`config.mk`:
```
export PLATFORM = sky130hd
export DESIGN_NAME = pipe_ctrl
export DESIGN_NICKNAME = d
export VERILOG_FILES = /design/src/rtl/pipe_ctrl_pkg.sv /design/src/rtl/pipe_hazard_detect.sv /design/src/rtl/pipe_ctrl.sv
export SDC_FILE = /design/constraint.sdc
export NUM_CORES = 1
export LEC_CHECK = 0
export BUFFER_PORTS_ARGS = -buffer_cell sky130_fd_sc_hd__buf_2
export CELL_PAD_IN_SITES_DETAIL_PLACEMENT = 0
export CELL_PAD_IN_SITES_GLOBAL_PLACEMENT = 1
export CORE_AREA = 2 2 77 57
export CTS_CLUSTER_SIZE = 14
export DETAILED_ROUTE_END_ITERATION = 8
export DIE_AREA = 0 0 79 59
export MAX_ROUTING_LAYER = met4
export PLACE_DENSITY_LB_ADDON = 0.1
export RECOVER_POWER = 25
export SYNTH_ARGS = -nofsm -noshare
export SYNTH_HDL_FRONTEND = slang
export SYNTH_SLANG_ARGS = --single-unit
export TNS_END_PERCENT = 1
```
`constraint.sdc`:
```
create_clock -name clk_i -period 3 [get_ports clk_i]
set_input_delay 0.45 -clock clk_i [delete_from_list [all_inputs] [get_ports clk_i]]
set_output_delay 0.45 -clock clk_i [all_outputs]
set_load 0.005 [all_outputs]
```
`src/rtl/pipe_ctrl_pkg.sv`:
```
// Shared types and defaults for the pipeline sequencing controller.
package pipe_ctrl_pkg;

  typedef enum logic [1:0] {
    ST_IDLE = 2'd0,
    ST_WAIT = 2'd1,
    ST_DONE = 2'd2
  } mem_state_e;

  localparam int TIMEOUT_DEF = 64;
  localparam int CNT_W_DEF   = 16;

  localparam logic [4:0] REG_ZERO = 5'd0;

endpackage

```
`src/rtl/pipe_hazard_detect.sv`:
```
// Load-use comparator: a load in ID/EX whose destination feeds the instruction in IF/ID.
module pipe_hazard_detect
  import pipe_ctrl_pkg::*;
(
  input  logic       idex_memrd_i,
  input  logic [4:0] idex_rd_i,
  input  logic [4:0] ifid_rs1_i,
  input  logic [4:0] ifid_rs2_i,
  output logic       load_use_o
);

  // x0 is hardwired zero, so a load targeting it never creates a dependency.
  assign load_use_o = idex_memrd_i && (idex_rd_i != REG_ZERO) &&
                      ((idex_rd_i == ifid_rs1_i) || (idex_rd_i == ifid_rs2_i));

endmodule

```
`src/rtl/pipe_ctrl.sv`:
```
// Pipeline sequencing controller: merges memory freeze, branch flush and load-use
// stall into register enables, and runs the data-memory handshake with a watchdog.
module pipe_ctrl
  import pipe_ctrl_pkg::*;
#(
  parameter int TIMEOUT = TIMEOUT_DEF,
  parameter int CNT_W   = CNT_W_DEF
) (
  input  logic             clk_i,
  input  logic             rst_i,
  input  logic             exmem_memrd_i,
  input  logic             exmem_memwr_i,
  input  logic             mem_ack_i,
  input  logic             idex_memrd_i,
  input  logic [4:0]       idex_rd_i,
  input  logic [4:0]       ifid_rs1_i,
  input  logic [4:0]       ifid_rs2_i,
  input  logic             branch_taken_i,
  output logic             pc_we_o,
  output logic             ifid_we_o,
  output logic             idex_we_o,
  output logic             exmem_we_o,
  output logic             memwb_we_o,
  output logic             ifid_flush_o,
  output logic             idex_bubble_o,
  output logic             memwb_bubble_o,
  output logic             mem_req_o,
  output logic             err_o,
  output logic [CNT_W-1:0] stall_cnt_o
);

  localparam logic [7:0] WAIT_LAST = 8'(TIMEOUT - 1);

  mem_state_e       state_q, state_d;
  logic [7:0]       wcnt_q, wcnt_d;
  logic             err_q, err_d;
  logic [CNT_W-1:0] cnt_q, cnt_d;

  logic mem_op;
  logic load_use;
  logic freeze;

  assign mem_op = exmem_memrd_i | exmem_memwr_i;

  pipe_hazard_detect u_hazard (
    .idex_memrd_i (idex_memrd_i),
    .idex_rd_i    (idex_rd_i),
    .ifid_rs1_i   (ifid_rs1_i),
    .ifid_rs2_i   (ifid_rs2_i),
    .load_use_o   (load_use)
  );

  // DONE is never frozen: the access retires there, and a held branch acts then.
  assign freeze = (state_q == ST_WAIT) || ((state_q == ST_IDLE) && mem_op);

  always_comb begin
    state_d = state_q;
    wcnt_d  = wcnt_q;
    err_d   = err_q;
    case (state_q)
      ST_IDLE: begin
        if (mem_op) begin
          state_d = ST_WAIT;
          wcnt_d  = 8'd0;
        end
      end
      ST_WAIT: begin
        if (mem_ack_i) begin
          state_d = ST_DONE;
        end else if (wcnt_q == WAIT_LAST) begin
          err_d   = 1'b1;
          state_d = ST_DONE;
        end else begin
          wcnt_d = wcnt_q + 8'd1;
        end
      end
      ST_DONE: state_d = ST_IDLE;
      default: state_d = ST_IDLE;
    endcase
  end

  always_comb begin
    pc_we_o        = 1'b1;
    ifid_we_o      = 1'b1;
    idex_we_o      = 1'b1;
    exmem_we_o     = 1'b1;
    memwb_we_o     = 1'b1;
    ifid_flush_o   = 1'b0;
    idex_bubble_o  = 1'b0;
    memwb_bubble_o = 1'b0;
    mem_req_o      = freeze;
    if (freeze) begin
      pc_we_o        = 1'b0;
      ifid_we_o      = 1'b0;
      idex_we_o      = 1'b0;
      exmem_we_o     = 1'b0;
      memwb_bubble_o = 1'b1;
    end else if (branch_taken_i) begin
      ifid_flush_o  = 1'b1;
      idex_bubble_o = 1'b1;
    end else if (load_use) begin
      pc_we_o       = 1'b0;
      ifid_we_o     = 1'b0;
      idex_bubble_o = 1'b1;
    end
    // Reset overrides everything without waiting for a clock edge.
    if (!rst_i) begin
      pc_we_o        = 1'b0;
      ifid_we_o      = 1'b0;
      idex_we_o      = 1'b0;
      exmem_we_o     = 1'b0;
      memwb_we_o     = 1'b0;
      ifid_flush_o   = 1'b0;
      idex_bubble_o  = 1'b0;
      memwb_bubble_o = 1'b0;
      mem_req_o      = 1'b0;
    end
  end

  always_comb begin
    cnt_d = cnt_q;
    if (!pc_we_o && (cnt_q != '1)) begin
      cnt_d = cnt_q + CNT_W'(1);
    end
  end

  always_ff @(posedge clk_i or negedge rst_i) begin
    if (!rst_i) begin
      state_q <= ST_IDLE;
      wcnt_q  <= 8'd0;
      err_q   <= 1'b0;
      cnt_q   <= '0;
    end else begin
      state_q <= state_d;
      wcnt_q  <= wcnt_d;
      err_q   <= err_d;
      cnt_q   <= cnt_d;
    end
  end

  assign err_o       = err_q;
  assign stall_cnt_o = cnt_q;

endmodule

```
-- Word-level counts from Yosys, hierarchy flattened
Index checks and enable logic that the tools add are counted.
W data, S select, Z words.
- add/sub/neg operators: 2
- equality and inequality tests: 9
- reduce and logical (&&, ||, !) cells: 13
- bitwise logic cells: 2
- mux-type cells: 25
- operator list (operator ; count):
    $mux W8 ; 3
    $mux W1 ; 17
    $add A16 B1 Y16 const B ; 1
    $ne A16 B16 Y1 const B ; 1
    $pmux W8 S2 ; 1
    $eq A5 B5 Y1 ; 2
    $add A8 B1 Y8 const B ; 1
    $eq A8 B6 Y1 const B ; 1
    $mux W2 ; 3
    $ne A2 B2 Y1 const B ; 3
    $reduce_bool A5 Y1 ; 1
    $logic_and A1 B1 Y1 ; 4
    $pmux W2 S2 ; 1
    $reduce_and A4 Y1 ; 1
    $ne A3 B2 Y1 const B ; 1
    $reduce_and A3 Y1 ; 1
    $eq A2 B1 Y1 const B ; 1
    $logic_not A2 Y1 ; 1
    $logic_or A1 B1 Y1 ; 2
    $reduce_and A2 Y1 ; 1
    $reduce_bool A2 Y1 ; 1
    $logic_not A1 Y1 ; 1
    $not A1 Y1 ; 1
    $or A1 B1 Y1 ; 1
- bits of input ports: 22
- output and inout bits: 26
- bits in registers: 27
- word-level logic and storage cells: 55

-- Logic depth before layout (Yosys ltp)
- word-level depth: 9
- depth in mapped cells: 8
- mapped depth without buffers: 7

-- By module
From an unflattened synthesis, not the netlist that was laid out.
- cells, all modules: 157
- area total of the unflattened synthesis: 1557.7 um2
- by module, submodules not included (module ; times used ; area an instance (um2) ; cells an instance):
    pipe_ctrl ; 1 ; 1432.6 ; 140
    pipe_hazard_detect ; 1 ; 125.1 ; 17

-- Worst setup path before layout
No wires, ideal clock.
- path type: input to output
- start point: input port idex_rd_i[0]
- end point: output port pc_we_o
- setup slack: 0.946 ns
- buffers on the path: 2
- arrival: 1.604 ns
- stages: 6
- cell sequence: or4_1 -> o21ai_2 -> o31ai_4 -> buf_6 -> inv_2 -> buf_4
- cells in the longest elaborated chain, start to end: 7
- elaborated cells between the ends (all ways): 10
- those cells by class: eq/ne (2); mux (4); reduce/logical (4)
- ends and longest elaborated chain (element ; line ; source):
    from (decl) ; pipe_ctrl.sv:15 ; input logic [4:0] idex_rd_i,
    $eq A5 B5 Y1 or $reduce_bool A5 Y1 (tied branches) ; pipe_hazard_detect.sv:14, pipe_hazard_detect.sv:13 ;
    $logic_or A1 B1 Y1 or $logic_and A1 B1 Y1 (tied branches) ; pipe_hazard_detect.sv:14, pipe_hazard_detect.sv:13 ;
    $logic_and A1 B1 Y1 * ; pipe_hazard_detect.sv:13 ; assign load_use_o = idex_memrd_i && (idex_rd_i != REG_ZERO) &&
    $mux W1 * (4 in series) ; -- ;
    to (decl) ; pipe_ctrl.sv:19 ; output logic pc_we_o,
Every way passes the cells marked *; elsewhere a longest branch is shown, timed or not.

-- Worst setup path after layout
- start point: input port idex_rd_i[2]
- end point: output port ifid_we_o
- cells in the longest elaborated chain, start to end: 7
- elaborated cells between the ends (all ways): 10
- those cells by class: eq/ne (2); mux (4); reduce/logical (4)
- ends and longest elaborated chain (element ; line ; source):
    $eq A5 B5 Y1 or $reduce_bool A5 Y1 (tied branches) ; pipe_hazard_detect.sv:14, pipe_hazard_detect.sv:13 ;
    $logic_or A1 B1 Y1 or $logic_and A1 B1 Y1 (tied branches) ; pipe_hazard_detect.sv:14, pipe_hazard_detect.sv:13 ;
    $logic_and A1 B1 Y1 * ; pipe_hazard_detect.sv:13 ;
    $mux W1 * ; pipe_ctrl.sv:101 ; end else if (load_use) begin
    $mux W1 * ; pipe_ctrl.sv:98 ; end else if (branch_taken_i) begin
    $mux W1 * ; pipe_ctrl.sv:92 ; if (freeze) begin
    $mux W1 * ; pipe_ctrl.sv:107 ; if (!rst_i) begin
    to (decl) ; pipe_ctrl.sv:20 ; output logic ifid_we_o,
Marked as above.

==> results.txt <==
The via count normalized by instance count is 4.96. The cell area after synthesis is 1600 um2. The number of setup violations in the final report came out at 0. Measured against its own limit, the worst slew margin works out to 59.2%. The die is 79 um wide. In this run the number of H-tree levels came out at 1. Routability-driven placement finished with a final weighted congestion of 0.766.

For the pin with the worst max-slew slack, the measured transition is 0.613 ns. The power density over cell area is 614 nW/um2. The worst setup path is captured at an output pin.

Synthesis produced a netlist with a net count of 172. The gate count after technology mapping came out at 148. After clock tree synthesis, the repair step resized 0 gates. The worst hold path belongs to the class in2async.

The number of clock buffers added by TritonCTS is 3. The minimum period implied by the final worst setup slack is 2.26 ns. The endpoint identified for the worst register-to-register timing path is stall_cnt_o[1].

The number of flops mapped to enable cells by yosys is 0. Across every metal layer, demand over resource in global routing totals 15.3%. The final-layout setup total negative slack is 0 ns. The final core area utilization came out at 49.8%. The global route total overflow is 0. The synthesized design contains 27 register bits. Sequential cells were found to cover 42.2% of the synthesized design area. The signed area change from the synthesized netlist to the final layout came out at 19.9%. The worst setup path is launched from an input pin. Counting distinct cell types in the post-synthesis netlist gives 43. The setup skew after layout is 0.0126 ns. Setup slack closes at 0.738 ns. The worst ir drop on vdd came out at 0.341 mV. The part of the cycle the worst path needs came out at 75.4%.

The run finished with clean final reports. The clock-pin slew of the registers on the worst-case setup and hold paths is 0.10 ns. The later-pin clock latency in the skew report is 0.28 ns. The minimum setup slack after placement came out at 0.693 ns. Setup repair after global routing left no endpoint under its margin. The setup fix buffers added after clock tree synthesis came out at 0. The final routed DRC violation total is 0.

The number of antenna violations at the first check in global routing is 0. The count of hold-fix buffers inserted at cts came out at 0. The average routed wire per standard cell is 13.1 um.

The number of input and output port buffers inserted is 47. The post-route antenna net violation count came out at 0. The detailed placement HPWL came out at 2520 um. The arrival time of the worst setup path came out at 1.81 ns.

The root cell of the clock tree is clkbuf_8. The required time of the critical path is 2.55 ns. The CTS tree is built.

The placement row count is 19. The post-route netlist has 39.5% of its cells at a drive strength greater than 1. The total number of vias is 1226. The largest fanout of any net on the critical path came out at 11. The number of buffers on the longest clock path is 2. The static leakage is 0.000923 uW.

The via count of the first global-routing pass came to 1150. The first-iteration detailed-routing DRC count is 51. The floorplan step defined a die boundary enclosing 4660 um2. For this configuration, the core starts out at a cell density of 41.6%. The final layout net count came out at 220. The number of max-cap violations came out at 0.

Entering global routing, the biggest net connects 30 pins. The wire length reported by the detailed router is 3240 um. The top flip-flop cell by instance count after synthesis is dfrtp_1. The number of antenna cells inserted came out at 0. The first global-routing pass estimated 5350 um of wire. The height of the chip is 59 um. The design draws 1180 uW. The highest clock frequency the design can meet came out at 442 MHz.

The average size of a mapped cell is 10.8 um2. The proportion of register bits with asynchronous set or reset after synthesis came out at 100%. The number of iterations in the first detailed-routing pass is 4. The I/O pin count is 48.

The core outline area came out at 3850 um2. The total clock sinks came out at 27. For the worst flop-to-flop path, the logic depth is 6. The critical path class is in2out. The register-to-register setup slack is 0.97 ns. The number of hold-slack violations in the final timing report came out at 0. The final-report max-slew violation count is 0.

For this run, the number of Yosys warnings is 0. The worst register-to-register path begins at stall_cnt_o[7].
area by class of cell:
type | instances | area, um2
timing repair buffer | 50 | 256
tap | 52 | 65.1
clock buffer | 3 | 41.3
multi-input combinational | 112 | 866
inverter | 2 | 7.51
clock inverter | 1 | 7.51
sequential | 27 | 676
fill | 375 | 1930
stage by stage:
stage | hold WS [ns] | instance area (um2) | std cells
final | 0.253 | 1920 | 247
after global routing | 0.274 | 1920 | 247
after CTS | 0.210 | 1920 | 247
after detailed placement | 0.446 | 1870 | 243
after global placement | 0.433 | 1870 | 243
after floorplan | 0.154 | 1600 | 148
report_power, final:
| group | leakage [uW] | internal [uW] | switching, uW |
|---|---|---|---|
| clock | 0.0000217 | 94.5 | 121 |
| combinational | 0.000542 | 212 | 223 |
| sequential | 0.000359 | 442 | 85.7 |
worst max-delay path, stage by stage:
cell and delay [ns]:
buf_2 0.12, xor2_1 0.16, nor3_2 0.20, a22oi_2 0.12
o31ai_4 0.52, inv_2 0.08, buf_2 0.15
how the worst max path moves through the flow:
stage,startpoint,depth (start not counted),end,slack (ns)
final,idex_rd_i[2],7,ifid_we_o,0.74
after detailed placement,idex_rd_i[2],8,stall_cnt_o[13],0.69
after CTS,idex_rd_i[2],7,ifid_we_o,0.71
after global placement,idex_rd_i[2],8,stall_cnt_o[13],0.77
after floorplan,idex_rd_i[0],6,pc_we_o,0.95
after global routing,idex_rd_i[2],7,ifid_we_o,0.58
layout by cell type, fill, tap and decap left out, drive strengths merged:
cell type / instances
buf: 49
dfrtp: 27
nor2: 18
xor2: 16
xnor2: 13
nand3: 12
nand4: 9
and3: 8
nand2: 6
nor3: 5
clkbuf: 4
mux2: 3
and2: 2
nand4b: 2
ha: 2
o21ai: 2
and2b: 2
inv: 2
and4: 2
or4: 1
a22oi: 1
o21a: 1
o31ai: 1
nand2b: 1
nor4b: 1
a2bb2oi: 1
or2b: 1
a21oi: 1
a21o: 1
clkinvlp: 1
cells by family after synthesis:
kind of cell	Yosys count	synth area share, %
adder cells (fa/ha/maj)	2	1.56
buffers and inverters	9	3.67
multiplexers	3	2.35
AO/OA/AOI/OAI	8	4.77
flip-flops	27	42.2
XOR/XNOR	29	16.3
AND/OR/NAND/NOR	70	29.1
metal layers:
metal | up-vias | global-route usage, % | wire length [um]
met3 | 5 | 3.81 | 168
met1 | 578 | 21.2 | 1620
met5 | - | - | 0
met4 | 0 | 3.69 | 28
met2 | 37 | 22.9 | 1420
li1 | 606 | - | -
registers in the layout (all words and copies together), names as in the netlist:
register,count
stall_cnt_o,16
wcnt_q,8
state_q,2
err_o,1
cells in the mapped netlist (all sizes together) (2+ instances only):
cell type / n / area (um2)
nand3: 12 / 95.1
mux2: 3 / 37.5
nor2: 18 / 75.1
ha: 2 / 25.0
and3: 8 / 51.3
nand4b: 2 / 17.5
nand2: 6 / 25.0
xor2: 16 / 140
and2: 2 / 12.5
inv: 2 / 7.50
xnor2: 13 / 121
buf: 7 / 51.3
and2b: 2 / 16.3
nand4: 9 / 77.6
o21ai: 2 / 13.8
nor3: 5 / 40.0
dfrtp: 27 / 676
and4: 2 / 18.8
(Power assumes the default switching activity.)
